`src/rtl/uart_pkg.sv`:
```
// rtl/uart_pkg.sv - shared UART receive-path types and widths
package uart_pkg;

   localparam int UART_DATA_W  = 8;
   localparam int UART_ENTRY_W = 10;

   typedef struct packed {
      logic                   parity_error;
      logic                   frame_error;
      logic [UART_DATA_W-1:0] data;
   } uart_rx_entry_t;

endpackage

```
`src/rtl/uart_fifo_mem.sv`:
```
// rtl/uart_fifo_mem.sv - FIFO storage array, sync write / async read, contents not reset
module uart_fifo_mem
   import uart_pkg::*;
#(
   parameter  int DEPTH = 16,
   localparam int AW    = $clog2(DEPTH)
) (
   input  logic           clk,
   input  logic           wr_en,
   input  logic [AW-1:0]  wr_addr,
   input  uart_rx_entry_t wr_data,
   input  logic [AW-1:0]  rd_addr,
   output uart_rx_entry_t rd_data
);

   uart_rx_entry_t mem_q [DEPTH];

   always_ff @(posedge clk) begin
      if (wr_en) begin
         mem_q[wr_addr] <= wr_data;
      end
   end

   assign rd_data = mem_q[rd_addr];

endmodule

```
`src/rtl/uart_rx_fifo.sv`:
```
// rtl/uart_rx_fifo.sv - receive elastic buffer with overflow flag, errored-byte discard and drop counter
module uart_rx_fifo
   import uart_pkg::*;
#(
   parameter  int DEPTH        = 16,
   parameter  bit DROP_ERRORED = 1'b0,
   parameter  int CNT_WIDTH    = 8,
   localparam int AW           = $clog2(DEPTH),
   localparam int PW           = AW + 1
) (
   input  logic                   clk,
   input  logic                   rst,
   input  logic [UART_DATA_W-1:0] in_data,
   input  logic                   in_valid,
   input  logic                   in_frame_error,
   input  logic                   in_parity_error,
   output logic [UART_DATA_W-1:0] out_data,
   output logic                   out_frame_error,
   output logic                   out_parity_error,
   output logic                   out_valid,
   input  logic                   out_ready,
   output logic [PW-1:0]          level,
   output logic                   full,
   output logic                   empty,
   output logic                   overflow,
   input  logic                   clear_overflow,
   output logic [CNT_WIDTH-1:0]   drop_count
);

   logic [PW-1:0]        wr_ptr_q, wr_ptr_d;
   logic [PW-1:0]        rd_ptr_q, rd_ptr_d;
   logic [PW-1:0]        level_q, level_d;
   logic                 full_q, full_d;
   logic                 empty_q, empty_d;
   logic                 overflow_q, overflow_d;
   logic [CNT_WIDTH-1:0] drop_cnt_q, drop_cnt_d;

   logic           has_error;
   logic           push_req;
   logic           pop;
   logic           push;
   logic           drop_full;
   logic           drop_err;
   uart_rx_entry_t wr_entry;
   uart_rx_entry_t rd_entry;

   assign has_error = in_frame_error | in_parity_error;
   assign push_req  = in_valid & ~(DROP_ERRORED & has_error);
   assign pop       = ~empty_q & out_ready;
   // A pop in the same cycle frees the slot, so a full FIFO still accepts.
   assign push      = push_req & (~full_q | pop);
   assign drop_full = push_req & full_q & ~pop;
   assign drop_err  = in_valid & DROP_ERRORED & has_error;

   assign wr_entry.parity_error = in_parity_error;
   assign wr_entry.frame_error  = in_frame_error;
   assign wr_entry.data         = in_data;

   uart_fifo_mem #(
      .DEPTH (DEPTH)
   ) u_mem (
      .clk     (clk),
      .wr_en   (push & ~rst),
      .wr_addr (wr_ptr_q[AW-1:0]),
      .wr_data (wr_entry),
      .rd_addr (rd_ptr_q[AW-1:0]),
      .rd_data (rd_entry)
   );

   always_comb begin
      wr_ptr_d   = wr_ptr_q;
      rd_ptr_d   = rd_ptr_q;
      overflow_d = overflow_q;
      drop_cnt_d = drop_cnt_q;

      if (push) begin
         wr_ptr_d = wr_ptr_q + 1'b1;
      end
      if (pop) begin
         rd_ptr_d = rd_ptr_q + 1'b1;
      end

      if (clear_overflow) begin
         overflow_d = 1'b0;
      end
      if (drop_full) begin
         overflow_d = 1'b1;
      end

      if ((drop_full | drop_err) && (drop_cnt_q != {CNT_WIDTH{1'b1}})) begin
         drop_cnt_d = drop_cnt_q + 1'b1;
      end

      // Flags follow the post-edge pointers; the wrap bit separates full from empty.
      level_d = wr_ptr_d - rd_ptr_d;
      empty_d = (wr_ptr_d == rd_ptr_d);
      full_d  = (wr_ptr_d[AW-1:0] == rd_ptr_d[AW-1:0]) &&
                (wr_ptr_d[AW] != rd_ptr_d[AW]);
   end

   always_ff @(posedge clk) begin
      if (rst) begin
         wr_ptr_q   <= '0;
         rd_ptr_q   <= '0;
         level_q    <= '0;
         full_q     <= 1'b0;
         empty_q    <= 1'b1;
         overflow_q <= 1'b0;
         drop_cnt_q <= '0;
      end else begin
         wr_ptr_q   <= wr_ptr_d;
         rd_ptr_q   <= rd_ptr_d;
         level_q    <= level_d;
         full_q     <= full_d;
         empty_q    <= empty_d;
         overflow_q <= overflow_d;
         drop_cnt_q <= drop_cnt_d;
      end
   end

   // Storage is never reset, so mask the head while nothing valid is held.
   assign out_data         = empty_q ? '0   : rd_entry.data;
   assign out_frame_error  = empty_q ? 1'b0 : rd_entry.frame_error;
   assign out_parity_error = empty_q ? 1'b0 : rd_entry.parity_error;
   assign out_valid        = ~empty_q;

   assign level      = level_q;
   assign full       = full_q;
   assign empty      = empty_q;
   assign overflow   = overflow_q;
   assign drop_count = drop_cnt_q;

endmodule

```
`config.mk`:
```
export PLATFORM = sky130hd
export DESIGN_NAME = uart_rx_fifo
export DESIGN_NICKNAME = d
export VERILOG_FILES = /design/src/rtl/uart_pkg.sv /design/src/rtl/uart_fifo_mem.sv /design/src/rtl/uart_rx_fifo.sv
export SDC_FILE = /design/constraint.sdc
export NUM_CORES = 1
export LEC_CHECK = 0
export ABC_AREA = 1
export CORE_ASPECT_RATIO = 1.2
export CORE_MARGIN = 1.5
export CORE_UTILIZATION = 54
export CTS_CLUSTER_DIAMETER = 150
export DETAILED_ROUTE_END_ITERATION = 7
export PLACE_DENSITY = 0.85
export SYNTH_ARGS = -nofsm -noshare
export SYNTH_HDL_FRONTEND = slang
export SYNTH_HIERARCHICAL = 1
export SYNTH_SLANG_ARGS = --single-unit
```
`constraint.sdc`:
```
create_clock -name clk -period 2.2 [get_ports clk]
set_input_delay 0.44 -clock clk [delete_from_list [all_inputs] [get_ports clk]]
set_output_delay 0.44 -clock clk [all_outputs]
set_load 0.02 [all_outputs]
```
* Yosys cells after proc, flatten, opt, wreduce, memory -nomap -nowiden
Memory sizes are Yosys's and may differ from the RTL's. A register that Yosys moved wholly into a read port is not among the register bits.
Index checks and enable logic that the tools add are counted.
W data, S select, Z words.
** Storage, ports and cells
- Bits in registers :: 26
- RAM bits :: 160
- Logic and storage cells :: 39
- Memories kept :: 1
** Memories
- u_mem.mem_q :: words 16, width 10, rd ports 1, clocked after Yosys merged registers in 1, write ports 1, RTL line uart_fifo_mem.sv:16 : uart_rx_entry_t mem_q [DEPTH];
** Operators by class
- $add $sub $neg :: 4
- Equal/unequal tests :: 4
- Muxes and demuxes :: 10
- Bitwise logic cells :: 10
- Reductions and logical operators :: 3
** Operators with widths (count)
- $add A5 B1 Y5 const B :: 2
- $mux W5 :: 2
- $add A8 B1 Y8 const B :: 1
- $mux W8 :: 1
- $ne A8 B8 Y1 const B :: 1
- $mux W1 :: 6
- $and A1 B1 Y1 :: 5
- $eq A5 B5 Y1 :: 1
- $sub A5 B5 Y5 :: 1
- $eq A4 B4 Y1 :: 1
- $mux W4 :: 1
- $not A1 Y1 :: 4
- $logic_and A1 B1 Y1 :: 2
- $reduce_bool A2 Y1 :: 1
- $ne A1 B1 Y1 :: 1
- $or A1 B1 Y1 :: 1

* Depth between registers and ports, before layout
- Depth in word-level cells :: 7
- Depth in mapped cells :: 13
- Depth with buffers taken out :: 13

* Modules after synthesis
The synthesis kept the hierarchy.
** Modules (own cells, without submodules)
- uart_fifo_mem :: instances 1, cells each 672, area each 6971.7 um^2
- uart_rx_fifo :: instances 1, cells each 199, area each 1402.6 um^2

* Worst setup path after synthesis
OpenSTA, ideal clock, no wires.
- Kind :: register to register
- From :: register empty_q, in the netlist empty
- To :: register level_q[4], in the netlist level[4]
- Library setup time :: 0.113 ns
- Arrival time :: 2.039 ns
- Data required time :: 2.087 ns
- Slack :: 0.048 ns
- Cell stages (with the launch flop) :: 12
- Path through :: dfxtp_1 > inv_2 > nand2_4 > nand2_4 > nand2_2 > xor2_1 > ha_1 > fa_1 > o21ai_0 > nand3_1 > nand2_1 > nor2_1
** Between the ends
- Longest elaborated chain between the ends :: 6
- Elaborated cells on any way between the ends :: 7
- Those cells by class :: add/sub (1); mux (2); bitwise (4)
** Ends and longest elaborated chain
- start, declared :: RTL line uart_rx_fifo.sv:34 : logic empty_q, empty_d;
- start signal, assigned :: RTL line uart_rx_fifo.sv:115 : empty_q <= empty_d;
- $not A1 Y1 (*)
- via out_valid :: RTL line uart_rx_fifo.sv:20 : output logic out_valid,
- $and A1 B1 Y1 (*) :: RTL line uart_rx_fifo.sv:49 : assign pop = ~empty_q & out_ready;
- $or A1 B1 Y1 :: RTL line uart_rx_fifo.sv:51 : assign push = push_req & (~full_q | pop);
- $and A1 B1 Y1 :: RTL line uart_rx_fifo.sv:51
- $mux W5 :: RTL line uart_rx_fifo.sv:76 : if (push) begin
- $sub A5 B5 Y5 (*) :: RTL line uart_rx_fifo.sv:95 : level_d = wr_ptr_d - rd_ptr_d;
- end signal, assigned :: RTL line uart_rx_fifo.sv:113 : level_q <= level_d;
- end, declared :: RTL line uart_rx_fifo.sv:32 : logic [PW-1:0] level_q, level_d;
Mark *: on every way through the listed nets, which the timed path passes. The rest lies on a longest branch.
A chain may end at the register's enable or synchronous reset.

==> results_dict.tcl <==
set metrics [dict create \
    wl_per_cell_um 17.9 \
    synth-seq-cells 186 \
    synth-simple-area-share_pct 23.5 \
    fmax_ghz 0.406 \
    grt_max_degree 27 \
    min_period_ns 2.46 \
    hp-start "drop_count[1]" \
    dp.cells 1168 \
    drv.max_cap_violation_count 0 \
    hp-class "flip-flop to flip-flop" \
    skew_ns 0.00760 \
    worstMarginPinSlew_ns 0.787 \
    ys_seq_area_share_pct 63.6 \
    cpMaxStageDelayCell "dfxtp_2" \
    worst_slack_ns -0.262 \
    initial_core_util_pct 55.5 \
    cp-end-kind "output pin" \
    yosysTopAreaCell "edfxtp_1" \
    cts_tree "yes" \
    first_pass_iters 6 \
    clk_pin_slew_ns 0.07 \
    grt_pass1_wl_mm 32.8 \
    worstPathMaxFanout 4 \
    overflow 0 \
    cp-startpoint "rd_ptr_q[2]" \
    die-area_sq_mm 0.0163 \
    worst_r2r_path_depth 10 \
    synth_area_leaders "edfxtp_1 (57%), nand2_1 (11%), nand3_1 (7.9%)" \
    numPortBuffers 41 \
    violations "negative setup slack" \
    layout.nets 1019 \
    post-route-drc-count 0 \
    place.gp.congestion 0.907 \
    numCtsBuffers 17 \
    synthArstFlopShare_pct 0 \
    ys_types 32 \
    routed_wirelength_mm 21.7 \
    clockRootBuffer "clkbuf_16" \
    synth_fa_ha_area_share_pct 1.43 \
    syn_inst 871 \
    cp_cell_sequence "clkinvlp_2, buf_4, nand3_2, nand3_2, nand2_1, inv_1, nor2_1, buf_4" \
    dp_hpwl_mm 13.2 \
    hold_viol 0 \
    fillers 1002 \
    synth_compound_area_share_pct 1.11 \
    finalSetupViolCount 10 \
    drv_slew 0 \
    synthMuxAreaShare_pct 0 \
    slew_headroom_pct 47.4 \
    hold_path_depth 2 \
    syn_avg_cell_area_sq_um 9.61 \
    fin_cells 1212 \
    p_leak_uw 0.00464 \
    clockBufferDepth 2 \
    vias 6618 \
    die_h_um 139 \
    fin_crit_sh_pct 112 \
    rsz0062_at_grt "yes" \
    fp.coreArea_sq_mm 0.0151 \
    syn_nets 895 \
    yosysTopAreaCellShare_pct 57.4 \
    drive_gt1_share_pct 20.5 \
    antennaDiodeCount 0 \
    vdd_drop_max_mv 0.497 \
    syn_area_sq_mm 0.00837 \
    outcome "finished, violations left" \
    cp.arrival_ns 2.02 \
    first_global_vias 6478 \
    critPathLaunchType "flip-flop" \
    r2r_start "rd_ptr_q[0]" \
    viasPerCell 5.46 \
    cts_sinks 186 \
    grt_util_all_layers_pct 27.1 \
    rows 49 \
    worstPathRequired_ns 1.76 \
    design_power_total_uw 8350 \
    ys.flop_type "edfxtp_1" \
    antenna_found_initial 0 \
    ios 42 \
    worstSkewPairLatency_ns 0.43 \
    die_w_um 117 \
    h-tree-depth 4 \
    synth.top_cells.by_count "nand2_1 (251), edfxtp_1 (160), inv_1 (157)" \
    areaGrowthSynthToFinish_pct 26.9 \
    synth_top_family_by_area "simple AND/OR/NAND/NOR gates" \
    synth_edf_count 160 \
    synth_most_common_cell "nand2_1" \
    critical_path.max_stage_delay_ns 0.41 \
    postRouteAntennaNets 0 \
    ys_warn_count 6 \
    synth_xor_area_share_pct 0.628 \
    drt_iter0_markers 847 \
    powerDensity_mw_per_mm2 786 \
    path_class "flip-flop to output pin" \
]
## metal layers
metal  vias up  GRT usage (%)  wire length, um
met5         -              0                0
met2       400           45.0            11000
met1      3092           31.9             7750
li1       3032              -                -
met4         0           15.2             1040
met3        94           6.62             1890
## where the power goes
group | switching [uW] | internal, uW | total [uW] | leakage (uW)
registers | 32.6 | 3880 | 3910 | 0.00165
logic | 713 | 523 | 1240 | 0.00269
clock network | 1310 | 1900 | 3210 | 0.000293
## cell families (layout without fill, tap and decap cells)
| kind of cell | Yosys count | after routing |
|---|---|---|
| AOI/OAI and AO/OA | 18 | 18 |
| xor gates and xnor gates | 6 | 6 |
| adders and majority gates | 9 | 9 |
| buffers and inverters | 195 | 332 |
| DFF | 186 | 186 |
| and+or+nand+nor | 457 | 457 |
## metrics by stage
step           cell area, sq um  setup TNS, ns  utilization (%)  hold WS (ns)  setup slack, ns
2_1_floorplan              8370              0                -         0.523           0.0480
3_3_place_gp               9590         -33.27             63.6         0.475           -0.437
5_1_grt                   10600          -2.52             70.4         0.554           -0.318
3_5_place_dp               9590         -40.45             63.6         0.499           -0.477
6_report                  10600          -1.77             70.4         0.506           -0.262
4_1_cts                   10500          -1.41             69.3         0.511           -0.169
## final cells by class
| class | instances | area (sq um) | share of cell area (%) |
|---|---|---|---|
| Multi-Input combinational cell | 490 | 2460 | 23.2 |
| Inverter | 161 | 621 | 5.84 |
| Sequential cell | 186 | 5330 | 50.2 |
| Clock buffer | 17 | 425 | 4.00 |
| Timing Repair Buffer | 138 | 1320 | 12.5 |
| Clock inverter | 15 | 199 | 1.87 |
| Tap cell | 204 | 255 | 2.40 |
| Timing Repair inverter | 1 | 5.00 | 0.0471 |
## cells in the final DEF, fill, tap and decap left out, types with 3 or more instances in the layout
| cell type | n |
|---|---|
| nand2_1 | 237 |
| edfxtp_1 | 160 |
| inv_1 | 154 |
| nand3_1 | 105 |
| buf_4 | 85 |
| nor2_1 | 53 |
| clkdlybuf4s50_1 | 30 |
| nand3_2 | 26 |
| dfxtp_1 | 23 |
| clkbuf_16 | 18 |
| nand2_2 | 15 |
| buf_12 | 10 |
| a21oi_1 | 8 |
| buf_6 | 8 |
| ha_1 | 6 |
| o21ai_0 | 5 |
| nand4_1 | 5 |
| clkinvlp_4 | 5 |
| inv_2 | 4 |
| xor2_1 | 4 |
| bufinv_16 | 4 |
| nand2_4 | 3 |
## critical path, delay by kind of cell (launching register included)
family / cells / cell delay [ns]
buffers and inverters: 4 / 0.80
DFF: 1 / 0.41
and+or+nand+nor: 4 / 0.37
## timing repair
| action | CTS | global route |
|---|---|---|
| cloned | 1 | 2 |
| setup buffers | 5 | 4 |
| resized for setup | 102 | 31 |
| pin swaps | 12 | 8 |
| hold buffers | 0 | 0 |
| setup endpoints to repair | 12 | 42 |
## flip-flops by register name (all words and copies together), names as in the netlist
name,count
u_mem/mem_q,160
drop_count,8
level,5
rd_ptr_q,5
wr_ptr_q,5
empty,1
full,1
overflow,1
## worst paths after layout
kind | endpoint | slack, ns
worst max register to register | level[2] | 0.01
worst min register to register | drop_count[1] | 0.51
worst max-delay path | out_data[4] | -0.26
worst min-delay path | drop_count[1] | 0.51
No activity file was read; power rests on OpenSTA's default activity.
